==> src/rtl/fifo1_frame_reader_if.sv <==
// Sample stream from the frame reader to the FFT input: data plus
// start/end-of-frame markers under a valid/ready handshake.
interface fifo1_frame_reader_if #(
  parameter int DATA_WIDTH = 31
) ();
  logic [DATA_WIDTH-1:0] m_data;
  logic                  m_vld;
  logic                  m_rdy;
  logic                  m_sop;
  logic                  m_eop;

  modport master (
    output m_data,
    output m_vld,
    output m_sop,
    output m_eop,
    input  m_rdy
  );

  modport slave (
    input  m_data,
    input  m_vld,
    input  m_sop,
    input  m_eop,
    output m_rdy
  );
endinterface

==> src/rtl/fifo1_frame_reader.sv <==
// Pops the prefetch FIFO and slices the samples into fixed-length frames for the FFT.
// Define FRAME_PAD_EN to zero-pad an aborted frame instead of finishing it with real samples.
module fifo1_frame_reader #(
  parameter int DATA_WIDTH     = 31,
  parameter int FRAME_LEN_LOG2 = 10,
  parameter int CNT_WIDTH      = 16
) (
  input  logic                  rd_clk,
  input  logic                  rd_rst,
  input  logic                  start,
  input  logic                  abort,
  input  logic [CNT_WIDTH-1:0]  frame_num,
  output logic                  fifo_rd_en,
  input  logic                  fifo_rd_vld,
  input  logic [DATA_WIDTH-1:0] fifo_rd_data,
  fifo1_frame_reader_if.master  m_if,
  output logic                  busy,
  output logic [CNT_WIDTH-1:0]  frame_cnt
);

  typedef enum logic [1:0] {
    IDLE   = 2'd0,
    STREAM = 2'd1
`ifdef FRAME_PAD_EN
    ,
    PAD    = 2'd2
`endif
  } state_t;

  state_t                  state_reg, state_next;
  logic                    abort_pend_reg, abort_pend_next;
  logic [DATA_WIDTH-1:0]   m_data_reg;
  logic                    m_vld_reg;
  logic                    m_sop_reg;
  logic                    m_eop_reg;
  logic [FRAME_LEN_LOG2-1:0] smp_cnt_reg;
  logic [CNT_WIDTH-1:0]    frame_cnt_reg;
  logic [CNT_WIDTH-1:0]    frame_num_reg;

  logic in_stream;
  logic in_pad;
  logic load;
  logic smp_last;
  logic load_eop;
  logic accept;
  logic start_ok;
  logic run_done;

  assign in_stream = (state_reg == STREAM);
`ifdef FRAME_PAD_EN
  assign in_pad = (state_reg == PAD);
`else
  assign in_pad = 1'b0;
`endif

  // The output register refills whenever it is empty or being drained this cycle.
  assign load       = ((in_stream && fifo_rd_vld) || in_pad) && (!m_vld_reg || m_if.m_rdy);
  assign fifo_rd_en = load && in_stream && !rd_rst;
  assign smp_last   = &smp_cnt_reg;
  assign load_eop   = load && smp_last;
  assign accept     = m_vld_reg && m_if.m_rdy;
  assign busy       = (state_reg != IDLE) || m_vld_reg;
  assign start_ok   = start && !busy;

  // The eop handshake of the previous frame always precedes the next eop load,
  // so frame_cnt already counts every earlier frame here.
  assign run_done = (frame_num_reg != '0) &&
                    (({1'b0, frame_cnt_reg} + 1'b1) == {1'b0, frame_num_reg});

  always_comb begin
    state_next      = state_reg;
    abort_pend_next = abort_pend_reg;
    case (state_reg)
      IDLE: begin
        if (start_ok) begin
          state_next      = STREAM;
          abort_pend_next = 1'b0;
        end
      end
      STREAM: begin
        if (load_eop && (run_done || abort_pend_reg || abort)) begin
          state_next = IDLE;
        end else if (abort && (smp_cnt_reg == '0) && !load) begin
          state_next = IDLE;
        end else if (abort) begin
`ifdef FRAME_PAD_EN
          state_next = PAD;
`else
          abort_pend_next = 1'b1;
`endif
        end
      end
`ifdef FRAME_PAD_EN
      PAD: begin
        if (load_eop) begin
          state_next = IDLE;
        end
      end
`endif
      default: begin
        state_next = IDLE;
      end
    endcase
  end

  always_ff @(posedge rd_clk) begin
    if (rd_rst) begin
      state_reg      <= IDLE;
      abort_pend_reg <= 1'b0;
      m_data_reg     <= '0;
      m_vld_reg      <= 1'b0;
      m_sop_reg      <= 1'b0;
      m_eop_reg      <= 1'b0;
      smp_cnt_reg    <= '0;
      frame_cnt_reg  <= '0;
      frame_num_reg  <= '0;
    end else begin
      state_reg      <= state_next;
      abort_pend_reg <= abort_pend_next;

      if (start_ok) begin
        frame_num_reg <= frame_num;
      end

      if (start_ok) begin
        smp_cnt_reg <= '0;
      end else if (load) begin
        smp_cnt_reg <= smp_cnt_reg + 1'b1;
      end

      if (start_ok) begin
        frame_cnt_reg <= '0;
      end else if (accept && m_eop_reg && (frame_cnt_reg != '1)) begin
        frame_cnt_reg <= frame_cnt_reg + 1'b1;
      end

      if (load) begin
        m_vld_reg <= 1'b1;
      end else if (accept) begin
        m_vld_reg <= 1'b0;
      end

      if (load) begin
        m_data_reg <= in_stream ? fifo_rd_data : '0;
        m_sop_reg  <= (smp_cnt_reg == '0);
        m_eop_reg  <= smp_last;
      end
    end
  end

  assign m_if.m_data = m_data_reg;
  assign m_if.m_vld  = m_vld_reg;
  assign m_if.m_sop  = m_sop_reg;
  assign m_if.m_eop  = m_eop_reg;
  assign frame_cnt   = frame_cnt_reg;

endmodule

==> src/flat_wrapper.sv <==
// flat-port wrapper written by rule: the top's interface ports become plain ports
module fifo1_frame_reader_flat 
#(
  parameter int DATA_WIDTH     = 31,
  parameter int FRAME_LEN_LOG2 = 10,
  parameter int CNT_WIDTH      = 16
)
  (rd_clk, rd_rst, start, abort, frame_num, fifo_rd_en, fifo_rd_vld, fifo_rd_data, busy, frame_cnt, m_if_m_data, m_if_m_vld, m_if_m_sop, m_if_m_eop, m_if_m_rdy);
  fifo1_frame_reader_if #(.DATA_WIDTH(DATA_WIDTH)) m_if_i ();
  input  logic rd_clk;
  input  logic rd_rst;
  input  logic start;
  input  logic abort;
  input  logic [CNT_WIDTH-1:0] frame_num;
  output logic fifo_rd_en;
  input  logic fifo_rd_vld;
  input  logic [DATA_WIDTH-1:0] fifo_rd_data;
  output logic busy;
  output logic [CNT_WIDTH-1:0] frame_cnt;
  output wire logic [$bits(m_if_i.m_data)-1:0] m_if_m_data;
  output wire logic [$bits(m_if_i.m_vld)-1:0] m_if_m_vld;
  output wire logic [$bits(m_if_i.m_sop)-1:0] m_if_m_sop;
  output wire logic [$bits(m_if_i.m_eop)-1:0] m_if_m_eop;
  input wire logic [$bits(m_if_i.m_rdy)-1:0] m_if_m_rdy;
  assign m_if_m_data = m_if_i.m_data;
  assign m_if_m_vld = m_if_i.m_vld;
  assign m_if_m_sop = m_if_i.m_sop;
  assign m_if_m_eop = m_if_i.m_eop;
  assign m_if_i.m_rdy = m_if_m_rdy;
  fifo1_frame_reader #(.DATA_WIDTH(DATA_WIDTH), .FRAME_LEN_LOG2(FRAME_LEN_LOG2), .CNT_WIDTH(CNT_WIDTH)) u_core (.rd_clk(rd_clk), .rd_rst(rd_rst), .start(start), .abort(abort), .frame_num(frame_num), .fifo_rd_en(fifo_rd_en), .fifo_rd_vld(fifo_rd_vld), .fifo_rd_data(fifo_rd_data), .m_if(m_if_i), .busy(busy), .frame_cnt(frame_cnt));
endmodule
==> config.mk <==
export PLATFORM = sky130hd
export DESIGN_NAME = fifo1_frame_reader_flat
export DESIGN_NICKNAME = d
export VERILOG_FILES = /design/src/rtl/fifo1_frame_reader_if.sv /design/src/rtl/fifo1_frame_reader.sv /design/src/flat_wrapper.sv
export SDC_FILE = /design/constraint.sdc
export NUM_CORES = 1
export LEC_CHECK = 0
export BUFFER_PORTS_ARGS = -buffer_cell sky130_fd_sc_hd__buf_2
export CORE_UTILIZATION = 51
export DETAILED_ROUTE_END_ITERATION = 10
export PLACE_DENSITY = 0.85
export SLEW_MARGIN = 15
export SYNTH_ARGS = -nofsm -noshare
export SYNTH_HDL_FRONTEND = slang
export SYNTH_SLANG_ARGS = --single-unit
==> constraint.sdc <==
create_clock -name rd_clk -period 3.5 [get_ports rd_clk]
set_clock_uncertainty 0.15 [all_clocks]
set_input_delay 0.525 -clock rd_clk [delete_from_list [all_inputs] [get_ports rd_clk]]
set_output_delay 0.525 -clock rd_clk [all_outputs]
set_load 0.005 [all_outputs]
==> flow_metrics.tcl, run 1 <==
set metrics [dict create \
    drive_gt1_frac 0.2449 \
    worst_slack_ns 0.8142 \
    p_per_area_nw_per_um2 421.2 \
    crit_buf_inv 0 \
    regArea_um2 1562 \
    initial_core_util 0.5389 \
    grt_max_degree 36 \
    rows 29 \
    slew_headroom 0.5209 \
    max_stage_delay_ns 0.49 \
    ir_drop_v 0.0003116 \
    numCtsBuffers 9 \
    drtIter0Drc 234 \
    synth_top_area_cell "dfxtp_1" \
    die_area_um2 7160 \
    synth-edff-count 0 \
    cp_cell_sequence "ha_1 > and3_4 > nand3_2 > o31a_1 > or4_1 > and3_1 > o31a_1" \
    fin_hold_ws_ns 0.2354 \
    crit_path_start_kind "register" \
    dieHeight_um 84.62 \
    rsz0062_at_grt "false" \
    ys_ff_latch 78 \
    antenna_found_initial 0 \
    synth_mux_area_frac 0.003235 \
    worst_pin_slew_ns 0.7179 \
    synth_xor_area_frac 0.1107 \
    multi_input_area_um2 1809 \
    cts_setup_buffers 0 \
    path_max_fanout 7 \
    clockBufferDepth 2 \
    synth-compound-area-share 0.1078 \
    crit_cells 7 \
    first_pass_iters 7 \
    fin_cells 620 \
    cts_htree_levels 3 \
    clk_pin_slew_worst_paths_ns 0.10 \
    grt_pass1_vias 3226 \
    final_core_utilization 0.6544 \
    syn_inst 443 \
    synth-simple-area-share 0.2865 \
    path_class "reg -> reg" \
    cp_top_family "simple AND/OR/NAND/NOR gates" \
    yosysSeqAreaShare 0.4486 \
    ios 105 \
    port_buffers 104 \
    fin_nets 594 \
    clk-insertion-delay-late_ns 0.36 \
    grt_pass1_wl_mm 14.53 \
    synth_cell_types 42 \
    yosysTopAreaCellShare 0.4486 \
    hold_viol 0 \
    status "complete, no violations" \
    synthesis.area_um2 3481 \
    clock_sinks 78 \
    gp_congestion 0.8836 \
    synth_nets 499 \
    max_freq_mhz 372.3 \
    cts-hold-fix-buffers 0 \
    ctsRootBufferMaster "clkbuf_8" \
    antenna_cells 0 \
    tns_ns 0 \
    drc 0 \
    cts_resized 0 \
    syn_area_per_cell_um2 7.857 \
    netlist_top_cells_area "dfxtp_1 45%, nand2_1 13%, a21oi_1 7.6%" \
    synthArstFlopShare 0 \
    period_share 0.7674 \
    place_worst_setup_slack_ns 0.8479 \
    core_um2 6459 \
    crit_path_frequent_cell "o31a_1" \
    drv_slew 0 \
    synth_top_family_by_area "simple AND/OR/NAND/NOR gates" \
    dp_hpwl_mm 6.433 \
    fill_cells 556 \
    placed_cells 604 \
    post_drt_wl_per_cell_um 14.39 \
    leakage_nw 1.739 \
    cts_tree "yes" \
    hp-class "in -> reg" \
    critPathArrivalTime_ns 2.80 \
    grt_overflow 0 \
    synth_adder_area_share 0.01078 \
    die_w_um 84.62 \
    syn_to_final_growth_pct 21.42 \
    ant_nets 0 \
    report.final.setup_viol 0 \
    crit_path_top_delay_cell "dfxtp_1" \
    r2r_slack_ns 0.81 \
    avgViaCountPerCell 5.527 \
    routed_wirelength_mm 8.919 \
    grt.total_usage 0.2577 \
    min_path_cells 3 \
    min_period_ns 2.686 \
    worstSetupEndpointType "register" \
    r2r_cells 7 \
    required_ns 3.61 \
    maxCapViolations 0 \
    synth_flop_cell "dfxtp_1" \
    largest_reg_flops 31 \
    vias 3427 \
    yosysWarnings 0 \
]
[cell usage after synthesis, types with 2 or more instances]
cell type and number:
nor4_1 9, ha_1 3, nand3_2 2, nor2_1 42, dfxtp_1 78, and3_1 3
o22ai_1 2, nor3_1 6, or3_1 2, xor2_1 18, a21oi_1 53, inv_1 6
clkbuf_1 20, xnor2_1 26, nand4_1 9, clkbuf_2 2, or4_1 2, nand3_1 10
nand2_1 117, o21ai_0 4, a31oi_1 3, nand2b_1 2, o31a_1 3, nor2b_1 3
[path summary, 6_finish.rpt]
path,startpoint,endpoint
worst min register to register,u_core.m_if.m_data[29]$_SDFFE_PP0P_,u_core.m_if.m_data[29]$_SDFFE_PP0P_
worst min-delay path,fifo_rd_data[23],u_core.m_if.m_data[23]$_SDFFE_PP0P_
worst max register to register,u_core.frame_cnt[0]$_SDFFE_PP0P_,u_core.state_reg[0]$_SDFFE_PP0P_
worst max-delay path,u_core.frame_cnt[0]$_SDFFE_PP0P_,u_core.state_reg[0]$_SDFFE_PP0P_
[logic make-up (layout without fill, tap and decap cells)]
kind of cell	count (synthesis)	after routing
buffers and inverters	29	129
adders and majority gates	3	3
and+or+nand+nor	219	219
AOI/OAI and AO/OA	69	69
muxes	1	1
DFF	78	78
xor gates and xnor gates	44	44
[routing by layer]
layer  vias up  GRT usage  routed length [um]
li1       1676          -                   -
met1      1559     0.3333                3662
met2       162     0.4080                4266
met3        30    0.05310                 732
met4         0     0.1325                 259
met5         -          0                   0
[layout by cell type (no fill, tap or decap), types with 2 or more instances in the layout]
cell,instances
nor4_1,9
nand3_2,2
ha_1,3
nand2_1,117
or4_1,2
clkinv_4,3
a31oi_1,3
o31a_1,3
o22ai_1,2
clkbuf_8,9
nor2b_1,3
a21oi_1,53
or3_1,2
nand3_1,10
nand4_1,9
buf_2,104
inv_1,6
xor2_1,18
nor2_1,41
nor3_1,6
xnor2_1,26
dfxtp_1,78
nand2b_1,2
buf_4,3
and3_1,3
o21ai_0,4
[cell type report]
| cell class | instances | area share |
|---|---|---|
| tap | 77 | 0.02279 |
| clock inverter | 7 | 0.01658 |
| multi-input combinational | 336 | 0.4281 |
| timing repair buffer | 107 | 0.1285 |
| clock buffer | 9 | 0.02931 |
| inverter | 6 | 0.005329 |
| sequential | 78 | 0.3695 |
[through the flow]
step	power, mW	instance area (um^2)
floorplan	1.067	3481
global route	1.843	4227
finish	1.780	4227
global placement	1.136	4033
detailed placement	1.141	4033
CTS	1.784	4227
[worst reg2reg max path, stage by stage (launching register included)]
cell     delay (ns)
dfxtp_1        0.49
ha_1           0.36
and3_4         0.24
nand3_2        0.16
o31a_1         0.34
or4_1          0.40
and3_1         0.17
o31a_1         0.28
[where the power goes]
| group | switching (mW) | internal [mW] | leakage [nW] |
|---|---|---|---|
| clock network | 0.383 | 0.274 | 0.0947 |
| registers | 0.0263 | 0.917 | 0.633 |
| logic | 0.102 | 0.0789 | 1.01 |
| total | 0.511 | 1.27 | 1.74 |
Power figures use the tool's default switching activity.
==> run 2, diff against run 1 <==
--- a/config.mk
+++ b/config.mk
@@ -6,9 +6,9 @@
 export NUM_CORES = 1
 export LEC_CHECK = 0
 export BUFFER_PORTS_ARGS = -buffer_cell sky130_fd_sc_hd__buf_2
-export CORE_UTILIZATION = 51
+export CORE_UTILIZATION = 46
 export DETAILED_ROUTE_END_ITERATION = 10
-export PLACE_DENSITY = 0.85
+export PLACE_DENSITY = 0.81
 export SLEW_MARGIN = 15
 export SYNTH_ARGS = -nofsm -noshare
 export SYNTH_HDL_FRONTEND = slang
==> constraint.sdc (replaced) <==
create_clock -name rd_clk -period 2.2 [get_ports rd_clk]
set_clock_uncertainty 0.15 [all_clocks]
set_input_delay 0.33 -clock rd_clk [delete_from_list [all_inputs] [get_ports rd_clk]]
set_output_delay 0.33 -clock rd_clk [all_outputs]
set_load 0.005 [all_outputs]
==> run 2 against run 1 <==
- the run now ends with setup timing left
- sequential power rose by 59%
- global-route usage down 2.7 points
- worst setup slack worse by 0.83 ns
- combinational power rose by 62%
- cell area increased by 6.4%
- cell count up 7.4%
- core utilization down 3.8 points
- fmax is 21% higher
- highest routed layer is now met5
==> flow_metrics.tcl, run 2 (synthesis gave the netlist of run 1 again) <==
set metrics [dict create \
    final_cell_mix "117 x nand2_1, 104 x buf_2, 74 x dfxtp_1, 53 x a21oi_1, 41 x nor2_1" \
    crit_end "u_core.state_reg[0]$_SDFFE_PP0P_" \
    top_layer_used "met5" \
    r2r_slack_ns -0.02 \
    place_worst_setup_slack_ns 0.004298 \
    tns_ns -0.01589 \
    maxCapViolations 0 \
    drc 0 \
    worstSetupEndpointType "register" \
    fill_cells 686 \
    failed_checks "setup timing" \
    dp_hpwl_mm 6.608 \
    first_pass_iters 4 \
    required_ns 2.29 \
    dr_wl_met3_um 480 \
    period_share 1.007 \
    clk_pin_slew_worst_paths_ns 0.09 \
    cts_tree "yes" \
    ir_drop_v 0.0004084 \
    rsz0062_at_grt "true" \
    leakage_nw 1.880 \
    syn_to_final_growth_pct 29.19 \
    rows 31 \
    r2r_cells 7 \
    vias 3382 \
    stdcell_area_um2 4497 \
    grt_pass1_wl_mm 14.14 \
    total_power_mw 2.799 \
    path_class "reg -> reg" \
    final_core_utilization 0.6167 \
    wl_met2_mm 4.165 \
    core_um2 7292 \
    place_area_um2 4268 \
    post_drt_wl_per_cell_um 13.45 \
    r2r-start "u_core.frame_cnt[1]$_SDFFE_PP0P_" \
    largest_reg_flops 31 \
    worst_pin_slew_ns 0.4987 \
    ant_nets 0 \
    max_freq_mhz 451.3 \
    hold_viol 0 \
    report.final.setup_viol 1 \
    worstSetupStartpoint "u_core.frame_cnt[1]$_SDFFE_PP0P_" \
    die_area_um2 7919 \
    drt-met1-wl_mm 4.084 \
    hp-class "in -> reg" \
    crit_buf_inv 0 \
    grt_overflow 0 \
    p_per_area_nw_per_um2 622.4 \
    drive_gt1_frac 0.2945 \
    worst_slack_ns -0.01589 \
    clockBufferDepth 2 \
    regArea_um2 1572 \
    initial_core_util 0.4774 \
    crit_path_top_delay_cell "or4b_1" \
    die_w_um 88.99 \
    grt_pass1_vias 3064 \
    ios 105 \
    reg2reg_to "u_core.state_reg[0]$_SDFFE_PP0P_" \
    path_max_fanout 4 \
    dieHeight_um 88.99 \
    multi_input_area_um2 1867 \
    clock_sinks 78 \
    drv_slew 0 \
    cts-hold-fix-buffers 0 \
    numCtsBuffers 9 \
    grt.total_usage 0.2306 \
    crit_path_start_kind "register" \
    cp_cell_sequence "ha_4 > nand2_1 > or3_4 > xnor2_2 > nand4_1 > or4b_1 > o31a_1" \
    routed_wirelength_mm 8.960 \
    grt_max_degree 35 \
    antenna_cells 0 \
    cts_htree_levels 3 \
    layout_commonest_cell "nand2_1" \
    status "complete, but fails checks" \
    gp_congestion 0.9277 \
    max_stage_delay_ns 0.48 \
    critPathArrivalTime_ns 2.30 \
    avgViaCountPerCell 5.078 \
    ctsRootBufferMaster "clkbuf_8" \
    min_period_ns 2.216 \
    antenna_found_initial 1 \
    drtIter0Drc 207 \
    clk-insertion-delay-late_ns 0.35 \
    port_buffers 104 \
    cp_top_family "simple AND/OR/NAND/NOR gates" \
    slew_headroom 0.6667 \
    fin_nets 618 \
    crit_cells 7 \
]
## run 2: cell types whose count changed in the layout (fill, tap and decap cells not counted), sizes merged
cell / before / now
inv: 8 / 9
clkinv: 4 / 1
clkinvlp: 1 / 3
buf: 107 / 131
## run 2: how the worst min path moves through the flow
stage                                   startpoint  slack, ns  depth (start not counted)                                   to
2_1_floorplan   u_core.abort_pend_reg$_SDFFE_PP0P_       0.29                          2   u_core.abort_pend_reg$_SDFFE_PP0P_
3_3_place_gp    u_core.m_if.m_data[0]$_SDFFE_PP0P_       0.29                          2   u_core.m_if.m_data[0]$_SDFFE_PP0P_
3_5_place_dp   u_core.m_if.m_data[13]$_SDFFE_PP0P_       0.29                          2  u_core.m_if.m_data[13]$_SDFFE_PP0P_
4_1_cts                           fifo_rd_data[18]       0.04                          3  u_core.m_if.m_data[18]$_SDFFE_PP0P_
5_1_grt                           fifo_rd_data[10]       0.04                          3  u_core.m_if.m_data[10]$_SDFFE_PP0P_
6_report                          fifo_rd_data[24]       0.05                          3  u_core.m_if.m_data[24]$_SDFFE_PP0P_
## run 2: area by class of cell
| cell class | count | area share |
|---|---|---|
| clock inverter | 7 | 0.01447 |
| tap | 99 | 0.02755 |
| sequential | 78 | 0.3495 |
| multi-input combinational | 336 | 0.4151 |
| clock buffer | 9 | 0.02755 |
| timing repair buffer | 131 | 0.1608 |
| inverter | 6 | 0.005008 |
## run 2: per-stage QoR
step	hold WS, ns	std cells
CTS	0.03784	666
global placement	0.2883	649
detailed placement	0.2947	649
finish	0.05338	666
global route	0.03771	666
floorplan	0.2859	443
## run 2: worst reg2reg max path: stages (launching register included)
cell and delay [ns]:
dfxtp_4 0.36, ha_4 0.15, nand2_1 0.11, or3_4 0.37
xnor2_2 0.15, nand4_1 0.10, or4b_1 0.48, o31a_1 0.24
## run 2: report_power, final
group / internal (mW) / switching [mW]
Clock: 0.430 / 0.578
Combinational: 0.131 / 0.162
Sequential: 1.46 / 0.0424
Total: 2.02 / 0.782
## run 2: layer usage
layer / vias to the layer above / global-route usage
li1: 1723 / -
met1: 1541 / 0.3154
met2: 97 / 0.3545
met3: 19 / 0.05171
met4: 2 / 0.09235
met5: - / 0
## run 2: what timing repair did
item,4_1_cts,5_1_grt
buffers inserted,1,0
pin swaps,1,1
endpoints found under the setup margin,1,9
gates resized for setup,1,5
hold endpoints to repair,0,0
==> run 3, diff against run 2 <==
--- a/config.mk
+++ b/config.mk
@@ -5,10 +5,12 @@
 export SDC_FILE = /design/constraint.sdc
 export NUM_CORES = 1
 export LEC_CHECK = 0
+export ABC_AREA = 1
 export BUFFER_PORTS_ARGS = -buffer_cell sky130_fd_sc_hd__buf_2
-export CORE_UTILIZATION = 46
+export CAP_MARGIN = 20
+export CORE_UTILIZATION = 47
 export DETAILED_ROUTE_END_ITERATION = 10
-export PLACE_DENSITY = 0.81
+export PLACE_DENSITY = 0.82
 export SLEW_MARGIN = 15
 export SYNTH_ARGS = -nofsm -noshare
 export SYNTH_HDL_FRONTEND = slang
==> run 3 against run 2 <==
- the run still ends with setup timing left
- routed wire length up 15%
- first-iteration DRC count up 9.7%
- via count up 17%
- non-clock buffer count down 7
- register-to-register slack worse by 0.07 ns
- fmax down 3.2%
- critical path type unchanged
- largest cell class unchanged
- highest routed layer is now met4
==> flow_metrics.tcl, run 3 <==
set metrics [dict create \
    rsz0062_at_grt "true" \
    crit_path_top_delay_cell "dfxtp_2" \
    drtIter0Drc 227 \
    syn_inst 516 \
    max_freq_mhz 436.9 \
    r2r_cells 17 \
    die_w_um 90.24 \
    synth_flop_cell "dfxtp_1" \
    numCtsBuffers 9 \
    combPwrFrac 0.120 \
    netlist_top_cells_area "dfxtp_1 43%, nor2_1 10%, o21ai_0 9.2%" \
    clk-insertion-delay-late_ns 0.36 \
    yosysSeqAreaShare 0.4267 \
    cp_top_family "simple AND/OR/NAND/NOR gates" \
    ant_nets 0 \
    grt_pass1_vias 3632 \
    final_cell_mix "104 x buf_2, 97 x nor2_1, 72 x dfxtp_1, 70 x nand2_1, 66 x o21ai_0" \
    report.final.setup_viol 2 \
    crit_path_start_kind "register" \
    drv_slew 0 \
    ctsRootBufferMaster "clkbuf_8" \
    hold_viol 0 \
    vias 3948 \
    yosysWarnings 0 \
    routed_wirelength_mm 10.29 \
    synthArstFlopShare 0 \
    stdcell_area_um2 4736 \
    largest_reg_flops 31 \
    reg2reg_to "u_core.state_reg[0]$_SDFFE_PP0P_" \
    synth.most_common_cell "nor2_1" \
    ir_drop_v 0.0004388 \
    syn_area_per_cell_um2 7.093 \
    cts_htree_levels 3 \
    leakage_nw 2.180 \
    critPathArrivalTime_ns 2.37 \
    ys_ff_latch 78 \
    core_um2 7408 \
    clock_sinks 78 \
    yosysTopAreaCellShare 0.4267 \
    synth_cell_types 35 \
    syn_to_final_growth_pct 29.40 \
    fin_nets 688 \
    r2r-start "u_core.frame_cnt[0]$_SDFFE_PP0P_" \
    maxCapViolations 0 \
    first_pass_iters 7 \
    hp-class "in -> reg" \
    gp_congestion 0.8662 \
    required_ns 2.28 \
    max_stage_delay_ns 0.37 \
    grt.total_usage 0.2428 \
    power.share.sequential 0.484 \
    crit_buf_inv 2 \
    p_int_mw 2.378 \
    switching_share 0.2485 \
    layout_commonest_cell "buf_2" \
    ios 105 \
    clockPowerShare 0.396 \
    placed_cells 713 \
    post_drt_wl_per_cell_um 13.98 \
    min-delay-start "fifo_rd_data[0]" \
    drc 0 \
    min_to "u_core.m_if.m_data[0]$_SDFFE_PP0P_" \
    synthTopCellsByCount "99 x nor2_1, 80 x nand2_1, 78 x dfxtp_1" \
    cp_cell_sequence "ha_4 > buf_6 > inv_2 > nand2_2 > nand2_2 > nand2_2 > nand2_1 > nor2_1 > nand3_1 > nor3_2 > nand2_1 > nor2_1 > nand2_1 > nand2_1 > nand2_2 > nand3_1 > a21oi_1" \
    final_core_utilization 0.6393 \
    die_area_um2 8143 \
    place_worst_setup_slack_ns 0.07702 \
    status "complete, but fails checks" \
    synth-edff-count 0 \
    fin_cells 736 \
    worst_slack_ns -0.08860 \
    synth_nets 572 \
    r2r_slack_ns -0.09 \
    failed_checks "setup timing" \
    cts_tree "yes" \
    grt_overflow 0 \
    avgViaCountPerCell 5.364 \
    antenna_found_initial 0 \
    port_buffers 104 \
    worst_pin_slew_ns 0.4325 \
    clockBufferDepth 2 \
    rows 31 \
    drive_gt1_frac 0.2983 \
    path_max_fanout 2 \
    p_sw_mw 0.7862 \
    period_share 1.040 \
    slew_headroom 0.7113 \
    antenna_cells 0 \
    dp_hpwl_mm 7.086 \
    worstSetupEndpointType "register" \
    grt_max_degree 34 \
    cts-hold-fix-buffers 0 \
    p_per_area_nw_per_um2 668.1 \
    synth_top_area_cell "dfxtp_1" \
    initial_core_util 0.4940 \
    min_path_cells 3 \
    synthesis.area_um2 3660 \
    clk_pin_slew_worst_paths_ns 0.08 \
    dieHeight_um 90.24 \
    path_class "reg -> reg" \
    place_area_um2 4328 \
    min_period_ns 2.289 \
    grt_pass1_wl_mm 15.96 \
]
-- run 3: area by class of cell --
cell class                 instances  area, um^2
fill                             633        2673
inverter                          48       180.2
multi-input combinational        371        1928
clock inverter                     3       65.06
tap                               99       123.9
timing repair buffer             124       698.2
clock buffer                      13       168.9
sequential                        78        1572
-- run 3: what timing repair did --
| action | CTS | global route |
|---|---|---|
| buffers inserted | 0 | 7 |
| endpoints found under the setup margin | 1 | 16 |
| cloned | 0 | 0 |
| hold endpoints to repair | 0 | 0 |
| pin swaps | 0 | 20 |
| resized for setup | 1 | 37 |
-- run 3: kinds of logic after synthesis --
kind of cell	Yosys count	synth area share
and+or+nand+nor	252	0.3118
AOI/OAI and AO/OA	109	0.1593
DFF	78	0.4267
buffers and inverters	67	0.06940
xor gates and xnor gates	7	0.02256
adders and majority gates	3	0.01026
-- run 3: power groups by stage --
| stage | Clock [mW] | Combinational, mW | Sequential [mW] |
|---|---|---|---|
| detailed placement | 0 | 0.362 | 1.56 |
| floorplan | 0 | 0.202 | 1.56 |
| global route | 1.33 | 0.426 | 1.54 |
| global placement | 0 | 0.354 | 1.56 |
| finish | 1.25 | 0.380 | 1.53 |
| CTS | 1.27 | 0.364 | 1.53 |
-- run 3: worst max-delay path by stage --
stage	start	endpoint	slack [ns]	depth (start not counted)
after global routing	u_core.frame_cnt[0]$_SDFFE_PP0P_	u_core.state_reg[0]$_SDFFE_PP0P_	-0.23	17
after global placement	u_core.frame_cnt[2]$_SDFFE_PP0P_	u_core.state_reg[0]$_SDFFE_PP0P_	0.12	15
final	u_core.frame_cnt[0]$_SDFFE_PP0P_	u_core.state_reg[0]$_SDFFE_PP0P_	-0.09	17
after detailed placement	u_core.frame_cnt[0]$_SDFFE_PP0P_	u_core.abort_pend_reg$_SDFFE_PP0P_	0.08	16
after floorplan	u_core.frame_cnt[0]$_SDFFE_PP0P_	u_core.state_reg[0]$_SDFFE_PP0P_	0.20	16
after CTS	u_core.frame_cnt[0]$_SDFFE_PP0P_	u_core.state_reg[0]$_SDFFE_PP0P_	0.06	16
-- run 3: per-layer routing --
metal  global-route usage  part of all wire  vias to the layer above
li1                     -                 -                     1923
met1               0.2800              0.41                     1807
met2               0.4237              0.48                      186
met3              0.05922             0.083                       32
met4               0.1089             0.031                        0
met5                    0                 0                        -
-- run 3: metrics by stage --
| stage | total power, mW | hold WS [ns] | setup TNS (ns) |
|---|---|---|---|
| 6_report | 3.164 | 0.04483 | -0.1683 |
| 5_1_grt | 3.297 | 0.05184 | -0.5456 |
| 4_1_cts | 3.163 | 0.03421 | 0 |
| 3_5_place_dp | 1.924 | 0.3241 | 0 |
| 3_3_place_gp | 1.914 | 0.2911 | 0 |
| 2_1_floorplan | 1.762 | 0.2491 | 0 |
-- run 3: worst min-delay path, stage by stage --
cell and delay, ns:
buf_2 0.07, nor2_1 0.03, nor2_1 0.08
